### src/rtl/ddr_ctrl_pkg.sv
// Shared definitions for the DDR frame DMA controllers.
// Holds the burst and beat geometry, the DDR offset and frame-index widths,
// the controller FSM encoding, and a helper that turns a frame size in bytes
// into the number of beats to transfer.
package ddr_ctrl_pkg;

  localparam int unsigned MAX_BURST      = 256;
  localparam int unsigned BYTES_PER_BEAT = 8;
  localparam int unsigned BEAT_SHIFT     = $clog2(BYTES_PER_BEAT);
  localparam int unsigned OFFSET_W       = 20;
  localparam int unsigned IDX_W          = 2;
  localparam int unsigned BASE_W         = 32 - IDX_W - OFFSET_W;
  localparam int unsigned BURST_W        = $clog2(MAX_BURST) + 1;
  // Wide enough to hold the full 1 MiB frame expressed in beats.
  localparam int unsigned REM_W          = OFFSET_W - BEAT_SHIFT + 1;

  localparam logic [REM_W-1:0] MAX_FRAME_BEATS = REM_W'(1 << (OFFSET_W - BEAT_SHIFT));

  typedef enum logic [1:0] {
    ST_IDLE,
    ST_CHECK,
    ST_REQ,
    ST_READ
  } state_t;

  // Round up to whole beats so a trailing partial beat is still fetched,
  // then clamp to the span addressable by the offset field.
  function automatic logic [REM_W-1:0] frame_beats(input logic [31:0] size_bytes);
    logic [32:0] beats;
    beats = ({1'b0, size_bytes} + 33'(BYTES_PER_BEAT - 1)) >> BEAT_SHIFT;
    if (beats > 33'(MAX_FRAME_BEATS)) begin
      return MAX_FRAME_BEATS;
    end
    return beats[REM_W-1:0];
  endfunction

endpackage

### src/rtl/ddr_read_controller_dec_sync_edge_det.sv
// Two-flop synchroniser followed by a registered rising-edge detector.
// An edge on async_i appears as a one-cycle pulse_o three clocks later.
//   clk_i    : destination clock
//   reset_i  : asynchronous active-low reset
//   async_i  : level from a foreign clock domain (held >= 2 clk_i periods)
//   pulse_o  : single-cycle pulse on each rising edge of async_i
module sync_edge_det (
  input  logic clk_i,
  input  logic reset_i,
  input  logic async_i,
  output logic pulse_o
);

  logic meta_q;
  logic sync_q;
  logic prev_q;
  logic pulse_q;

  always_ff @(posedge clk_i or negedge reset_i) begin
    if (!reset_i) begin
      meta_q  <= 1'b0;
      sync_q  <= 1'b0;
      prev_q  <= 1'b0;
      pulse_q <= 1'b0;
    end else begin
      meta_q  <= async_i;
      sync_q  <= meta_q;
      prev_q  <= sync_q;
      pulse_q <= sync_q & ~prev_q;
    end
  end

  assign pulse_o = pulse_q;

endmodule

### src/rtl/ddr_read_controller_dec.sv
// Frame-based DDR read DMA for the decoder/display path.
// On each accepted start-of-frame the selected frame buffer is read from DDR
// through the arbiter in bursts of up to 256 beats (8 bytes each) and the
// returned beats are pushed into the display line FIFO.
//   wrclk_i / wrclk_reset_i   : clock and async active-low reset
//   decoder_en_i              : quasi-static enable
//   sof_i                     : asynchronous start-of-frame level pulse
//   frame_ddr_addr_i          : frame buffer base, address bits 31:22
//   frame_idx_i, frame_size_i : frame selection, latched at accepted SOF
//   fifo_count_i              : line FIFO fill level in beats
//   fifo_reset_o, fifo_write_o: line FIFO reset (active-low) and write enable
//   read_*                    : arbiter read request/ack/data-valid/done
//   frame_done_o, busy_o      : frame completion pulse and activity flag
module ddr_read_controller_dec
  import ddr_ctrl_pkg::*;
#(
  parameter int g_DDR_AXI_AWIDTH = 32,
  parameter int g_FIFO_DEPTH     = 2048
) (
  input  logic                        wrclk_i,
  input  logic                        wrclk_reset_i,
  input  logic                        decoder_en_i,
  input  logic                        sof_i,
  input  logic [BASE_W-1:0]           frame_ddr_addr_i,
  input  logic [IDX_W-1:0]            frame_idx_i,
  input  logic [31:0]                 frame_size_i,
  input  logic [11:0]                 fifo_count_i,
  output logic                        fifo_reset_o,
  output logic                        fifo_write_o,
  output logic                        read_req_o,
  input  logic                        read_ackn_i,
  input  logic                        read_valid_i,
  input  logic                        read_done_i,
  output logic [g_DDR_AXI_AWIDTH-1:0] read_start_addr_o,
  output logic [7:0]                  read_length_o,
  output logic                        frame_done_o,
  output logic                        busy_o
);

  state_t                      state_q, state_d;
  logic [IDX_W-1:0]            idx_q, idx_d;
  logic [OFFSET_W-1:0]         offset_q, offset_d;
  logic [REM_W-1:0]            remaining_q, remaining_d;
  logic [BURST_W-1:0]          burst_q, burst_d;
  logic [BURST_W-1:0]          beat_cnt_q, beat_cnt_d;
  logic                        sof_pending_q, sof_pending_d;
  logic                        fifo_rst_n_q, fifo_rst_n_d;
  logic [g_DDR_AXI_AWIDTH-1:0] addr_q, addr_d;
  logic [7:0]                  len_q, len_d;

  logic                        sof_pulse;
  logic                        sof_acc;
  logic [BURST_W-1:0]          burst_next;
  logic                        fifo_fits;
  logic                        beat_room;
  logic                        restart;
  logic                        frame_done_c;

  sync_edge_det u_sof_sync (
    .clk_i   (wrclk_i),
    .reset_i (wrclk_reset_i),
    .async_i (sof_i),
    .pulse_o (sof_pulse)
  );

  assign sof_acc    = sof_pulse & decoder_en_i;
  assign burst_next = (remaining_q >= REM_W'(MAX_BURST)) ? BURST_W'(MAX_BURST)
                                                         : remaining_q[BURST_W-1:0];
  // Compare fill + burst against depth so a count above depth never wraps.
  assign fifo_fits  = ({1'b0, fifo_count_i} + 13'(burst_next)) <= 13'(g_FIFO_DEPTH);
  assign beat_room  = beat_cnt_q < burst_q;

  always_comb begin
    state_d       = state_q;
    idx_d         = idx_q;
    offset_d      = offset_q;
    remaining_d   = remaining_q;
    burst_d       = burst_q;
    beat_cnt_d    = beat_cnt_q;
    sof_pending_d = sof_pending_q;
    addr_d        = addr_q;
    len_d         = len_q;
    restart       = 1'b0;
    frame_done_c  = 1'b0;

    unique case (state_q)
      ST_IDLE: begin
        if (sof_acc) restart = 1'b1;
      end
      ST_CHECK: begin
        if (!decoder_en_i) begin
          state_d       = ST_IDLE;
          sof_pending_d = 1'b0;
        end else if (sof_acc) begin
          restart = 1'b1;
        end else if (remaining_q == '0) begin
          frame_done_c = 1'b1;
          state_d      = ST_IDLE;
        end else if (fifo_fits) begin
          burst_d = burst_next;
          addr_d  = g_DDR_AXI_AWIDTH'({frame_ddr_addr_i, idx_q, offset_q});
          len_d   = 8'(burst_next - BURST_W'(1));
          state_d = ST_REQ;
        end
      end
      ST_REQ: begin
        // A burst in flight cannot be aborted, so a new frame waits for it.
        if (sof_acc) sof_pending_d = 1'b1;
        if (read_ackn_i) begin
          beat_cnt_d = '0;
          state_d    = ST_READ;
        end
      end
      ST_READ: begin
        if (sof_acc) sof_pending_d = 1'b1;
        if (read_valid_i && beat_room) beat_cnt_d = beat_cnt_q + BURST_W'(1);
        if (read_done_i) begin
          if ((sof_pending_q || sof_acc) && decoder_en_i) begin
            restart = 1'b1;
          end else if (!decoder_en_i) begin
            sof_pending_d = 1'b0;
            state_d       = ST_IDLE;
          end else begin
            offset_d    = offset_q + (OFFSET_W'(burst_q) << BEAT_SHIFT);
            remaining_d = remaining_q - REM_W'(burst_q);
            state_d     = ST_CHECK;
          end
        end
      end
      default: state_d = ST_IDLE;
    endcase

    if (restart) begin
      idx_d         = frame_idx_i;
      offset_d      = '0;
      remaining_d   = frame_beats(frame_size_i);
      sof_pending_d = 1'b0;
      state_d       = ST_CHECK;
    end

    // FIFO is flushed for one cycle per new frame and held while disabled and idle.
    fifo_rst_n_d = ~(restart | (~decoder_en_i & (state_d == ST_IDLE)));
  end

  always_ff @(posedge wrclk_i or negedge wrclk_reset_i) begin
    if (!wrclk_reset_i) begin
      state_q       <= ST_IDLE;
      idx_q         <= '0;
      offset_q      <= '0;
      remaining_q   <= '0;
      burst_q       <= '0;
      beat_cnt_q    <= '0;
      sof_pending_q <= 1'b0;
      fifo_rst_n_q  <= 1'b0;
      addr_q        <= '0;
      len_q         <= '0;
    end else begin
      state_q       <= state_d;
      idx_q         <= idx_d;
      offset_q      <= offset_d;
      remaining_q   <= remaining_d;
      burst_q       <= burst_d;
      beat_cnt_q    <= beat_cnt_d;
      sof_pending_q <= sof_pending_d;
      fifo_rst_n_q  <= fifo_rst_n_d;
      addr_q        <= addr_d;
      len_q         <= len_d;
    end
  end

  // Request drops combinationally in the acknowledge cycle.
  assign read_req_o        = (state_q == ST_REQ) & ~read_ackn_i;
  // Beats beyond the requested burst length are discarded.
  assign fifo_write_o      = (state_q == ST_READ) & read_valid_i & beat_room;
  assign fifo_reset_o      = fifo_rst_n_q;
  assign read_start_addr_o = addr_q;
  assign read_length_o     = len_q;
  assign frame_done_o      = frame_done_c;
  assign busy_o            = state_q != ST_IDLE;

endmodule

### config.mk
export PLATFORM = sky130hd
export DESIGN_NAME = ddr_read_controller_dec
export DESIGN_NICKNAME = d
export VERILOG_FILES = /design/src/rtl/ddr_ctrl_pkg.sv /design/src/rtl/ddr_read_controller_dec_sync_edge_det.sv /design/src/rtl/ddr_read_controller_dec.sv
export SDC_FILE = /design/constraint.sdc
export NUM_CORES = 1
export LEC_CHECK = 0
export BUFFER_PORTS_ARGS = -buffer_cell sky130_fd_sc_hd__buf_4
export CAP_MARGIN = 20
export CORE_MARGIN = 1.5
export CORE_UTILIZATION = 46
export CTS_CLUSTER_DIAMETER = 30
export CTS_CLUSTER_SIZE = 14
export DETAILED_ROUTE_END_ITERATION = 10
export HOLD_SLACK_MARGIN = 0.15
export PLACE_DENSITY_LB_ADDON = 0.15
export SLEW_MARGIN = 20
export SYNTH_ARGS = -nofsm -noshare
export SYNTH_HDL_FRONTEND = slang
export SYNTH_SLANG_ARGS = --single-unit
### constraint.sdc
create_clock -name wrclk_i -period 4.8 [get_ports wrclk_i]
set_input_delay 0.24 -clock wrclk_i [delete_from_list [all_inputs] [get_ports wrclk_i]]
set_output_delay 0.24 -clock wrclk_i [all_outputs]
set_load 0.02 [all_outputs]
==> flow_summary_export.csv <==
group,metric,value,unit
layout,instances_no_fill,976,
sta,tightest_slew,0.864,ns
cts,path_clk_slew,0.07,ns
sta,max_freq,226,MHz
setup_path,cp.arrival,4.67,ns
placed_design,gp_congestion,0.894,
pwr,power.density,419,nW/um2
cts,cts_buffer_depth,2,
floorplanning,initial_core_util,46.9,%
cts,insertion_delay,0.36,ns
route,postRouteAntennaNets,0,
route,viasPerCell,5.58,
setup_path,cp-start-kind,"register",
sta,finalSetupViolCount,0,
sta,slew_headroom,42.4,%
cts,clkSinkCount,100,
pwr,power_leakage,3.65,nW
layout,syn_to_final_growth,21.3,%
pwr,ir_drop,0.000243,V
global_route,grt_pass1_vias,5213,
setup_path,crit_type,"register to register",
setup_path,end_kind,"register",
route,dr.pass1.iters,6,
route,wl,15.0,mm
global_route,grt_max_degree,56,
layout,final_cell_mix,"buf_4, dfrtp_1, nand2_1, nor2_1",
floorplanning,die_h,121,um
placed_design,dpl.hpwl,11.2,mm
logic_synthesis,synth_edf_count,0,
sta,fin_ws,0.375,ns
logic_synthesis,syn_area_per_cell,9.48,um2
route,drcViolationCount,0,
route,drt-initial-drc-count,275,
layout,drive_gt1_share,19.2,%
cts,h-tree-depth,3,
floorplanning,die_area,14700,um2
flow_run,max_cap_violations,0,
sta,drv_slew,0,
route,wl_per_cell,15.4,um
logic_synthesis,synth_seq_cells,100,
cts,cts-root-buf,"clkbuf_16",
run_status,status,"finished, final reports clean",
logic_synthesis,synthArstFlopShare,100,%
placed_design,placed_cells,945,
logic_synthesis,synth_cell_types,66,
sta,hold_viol_final,0,
cts,post_cts_buffers,0,
logic_synthesis,synth-seq-area-share,38.8,%
global_route,grt_first_pass_wirelength,24.6,mm
logic_synthesis,syn_area,6450,um2
sta,finalSetupTns,0,ns
setup_path,critPathMaxFanout,47,
layout,antennaDiodeCount,0,
floorplanning,row_count,43,
sta,period_share,92.2,%
cts,cts_tree,"done",
sta,rsz0062_at_grt,"no",
logic_synthesis,yosys_warnings,0,
floorplanning,fp.dieW,121,um
global_route,gr-total-overflow,0,
sta,finalWorstPathRequiredPeriod,4.43,ns
route,dr_total_vias,5450,
cts,cts_made_buffers,9,
setup_path,worstPathRequired,5.04,ns
sta,fin_skew,0.00525,ns
logic_synthesis,yosys_most_used_dff,"dfrtp_1",
global_route,track_usage,21.1,%
layout,final_common_cell,"buf_4",
placed_design,pre_cts_ws,0.253,ns
layout,layout.nets,893,
logic_synthesis,synth_cells,681,
worst_hold_path,hold_path_class,"input port to register",
placed_design,io_buffers,104,
floorplanning,io_pins,108,
global_route,antenna_found_initial,0,
floorplanning,core,13800,um2
-- critical path, cell delays in order, from the launching register on --
cell and delay [ns]:
dfrtp_1 0.42, nor4_2 0.38, and3_1 0.28, inv_1 0.07
nor2_1 0.22, inv_1 0.14, fa_1 0.44, nand2b_1 0.18
a2111oi_1 0.52, o221ai_1 0.27, nand2_1 0.16, xnor2_1 0.13
o2111ai_1 0.21, a21oi_4 0.20, buf_12 0.27, mux2_2 0.38
-- cell families after synthesis --
family | count (synthesis) | share of synthesized area [%]
multiplexers | 57 | 9.67
AO/OA/AOI/OAI | 127 | 13.1
AND/OR/NAND/NOR | 248 | 19.8
adder cells (fa/ha/maj) | 39 | 7.91
buffers and inverters | 64 | 4.54
other | 1 | 0.0581
flip-flops | 100 | 38.8
XOR/XNOR | 45 | 6.11
-- per-stage QoR --
step	hold slack (ns)	util [%]	total power [W]	area (um2)
6_report	0.194	56.8	0.00328	7830
5_1_grt	0.208	56.8	0.00349	7830
2_1_floorplan	-0.0556	-	0.00209	6460
3_5_place_dp	0.284	53.5	0.00253	7370
4_1_cts	0.186	56.8	0.00329	7830
3_3_place_gp	0.274	53.5	0.00248	7370
-- per-layer routing --
| metal | track usage, % | up-vias | share of wire [%] | wire length, um |
|---|---|---|---|---|
| met5 | 0 | - | 0 | 0 |
| met4 | 7.87 | 0 | 1.9 | 282 |
| met3 | 3.52 | 24 | 4.9 | 735 |
| met2 | 34.6 | 149 | 47 | 7050 |
| met1 | 28.0 | 2612 | 46 | 6980 |
| li1 | - | 2665 | - | - |
-- cell usage after synthesis (8+ instances only) --
| master | instances | area (um2) |
|---|---|---|
| a21oi_1 | 30 | 150 |
| and3_1 | 14 | 87.6 |
| nand4_1 | 10 | 62.6 |
| nor3_1 | 14 | 70.1 |
| nor2_1 | 49 | 184 |
| ha_1 | 36 | 450 |
| xnor2_1 | 27 | 236 |
| inv_1 | 36 | 135 |
| a21o_1 | 9 | 67.6 |
| or3_1 | 11 | 68.8 |
| mux2i_1 | 14 | 140 |
| clkbuf_1 | 15 | 56.3 |
| o21ai_0 | 31 | 155 |
| xor2_1 | 18 | 158 |
| dfrtp_1 | 100 | 2500 |
| mux2_2 | 19 | 214 |
| and2_1 | 9 | 56.3 |
| nand2_1 | 57 | 214 |
| nor4_1 | 8 | 50.1 |
| o211ai_1 | 11 | 82.6 |
| nand3_1 | 35 | 175 |
| mux2_1 | 24 | 270 |
| nand2b_1 | 8 | 50.1 |
-- report_power, final --
group	leakage, nW	total [W]	internal [W]	switching (W)
combinational	2.21	0.00132	0.000586	0.000737
sequential	1.30	0.00121	0.00104	0.000171
clock	0.141	0.000747	0.000410	0.000337
total	3.65	0.00328	0.00203	0.00124
-- flip-flops by register name (all words and copies together) (netlist names) --
| name | count |
|---|---|
| read_length_o | 8 |
| idx_q | 2 |
| fifo_reset_o | 1 |
| sof_pending_q | 1 |
| u_sof_sync.pulse_o | 1 |
| read_start_addr_o | 29 |
| offset_q | 17 |
| burst_q | 9 |
| remaining_q | 18 |
| u_sof_sync.meta_q | 1 |
| u_sof_sync.sync_q | 1 |
| beat_cnt_q | 9 |
| state_q | 2 |
| u_sof_sync.prev_q | 1 |
-- cell type report --
class / instances / area (um2)
Timing Repair Buffer: 125 / 988
Clock buffer: 10 / 229
Multi-Input combinational cell: 519 / 3670
Inverter: 36 / 135
Fill cell: 1258 / 5940
Tap cell: 180 / 225
Sequential cell: 100 / 2500
Clock inverter: 6 / 73.8
-- path summary, 6_finish.rpt --
kind	end	startpoint	cells past startpoint	slack (ns)
worst max-delay path	read_start_addr_o[7]$_DFFE_PN0P_	remaining_q[13]$_DFFE_PN0P_	15	0.37
worst min-delay path	fifo_reset_o$_DFF_PN0_	decoder_en_i	3	0.19
worst max register to register	read_start_addr_o[7]$_DFFE_PN0P_	remaining_q[13]$_DFFE_PN0P_	15	0.37
worst min register to register	u_sof_sync.sync_q$_DFF_PN0_	u_sof_sync.meta_q$_DFF_PN0_	0	0.36
max in group asynchronous	beat_cnt_q[3]$_DFFE_PN0P_	wrclk_reset_i	3	3.27
min in group asynchronous	read_start_addr_o[13]$_DFFE_PN0P_	wrclk_reset_i	2	0.42
-- what timing repair did --
item	in CTS	in global routing
resized for setup	0	1
setup endpoints to repair	0	41
hold buffers	15	0
hold endpoints to repair	59	0
Power figures use the tool's default switching activity.
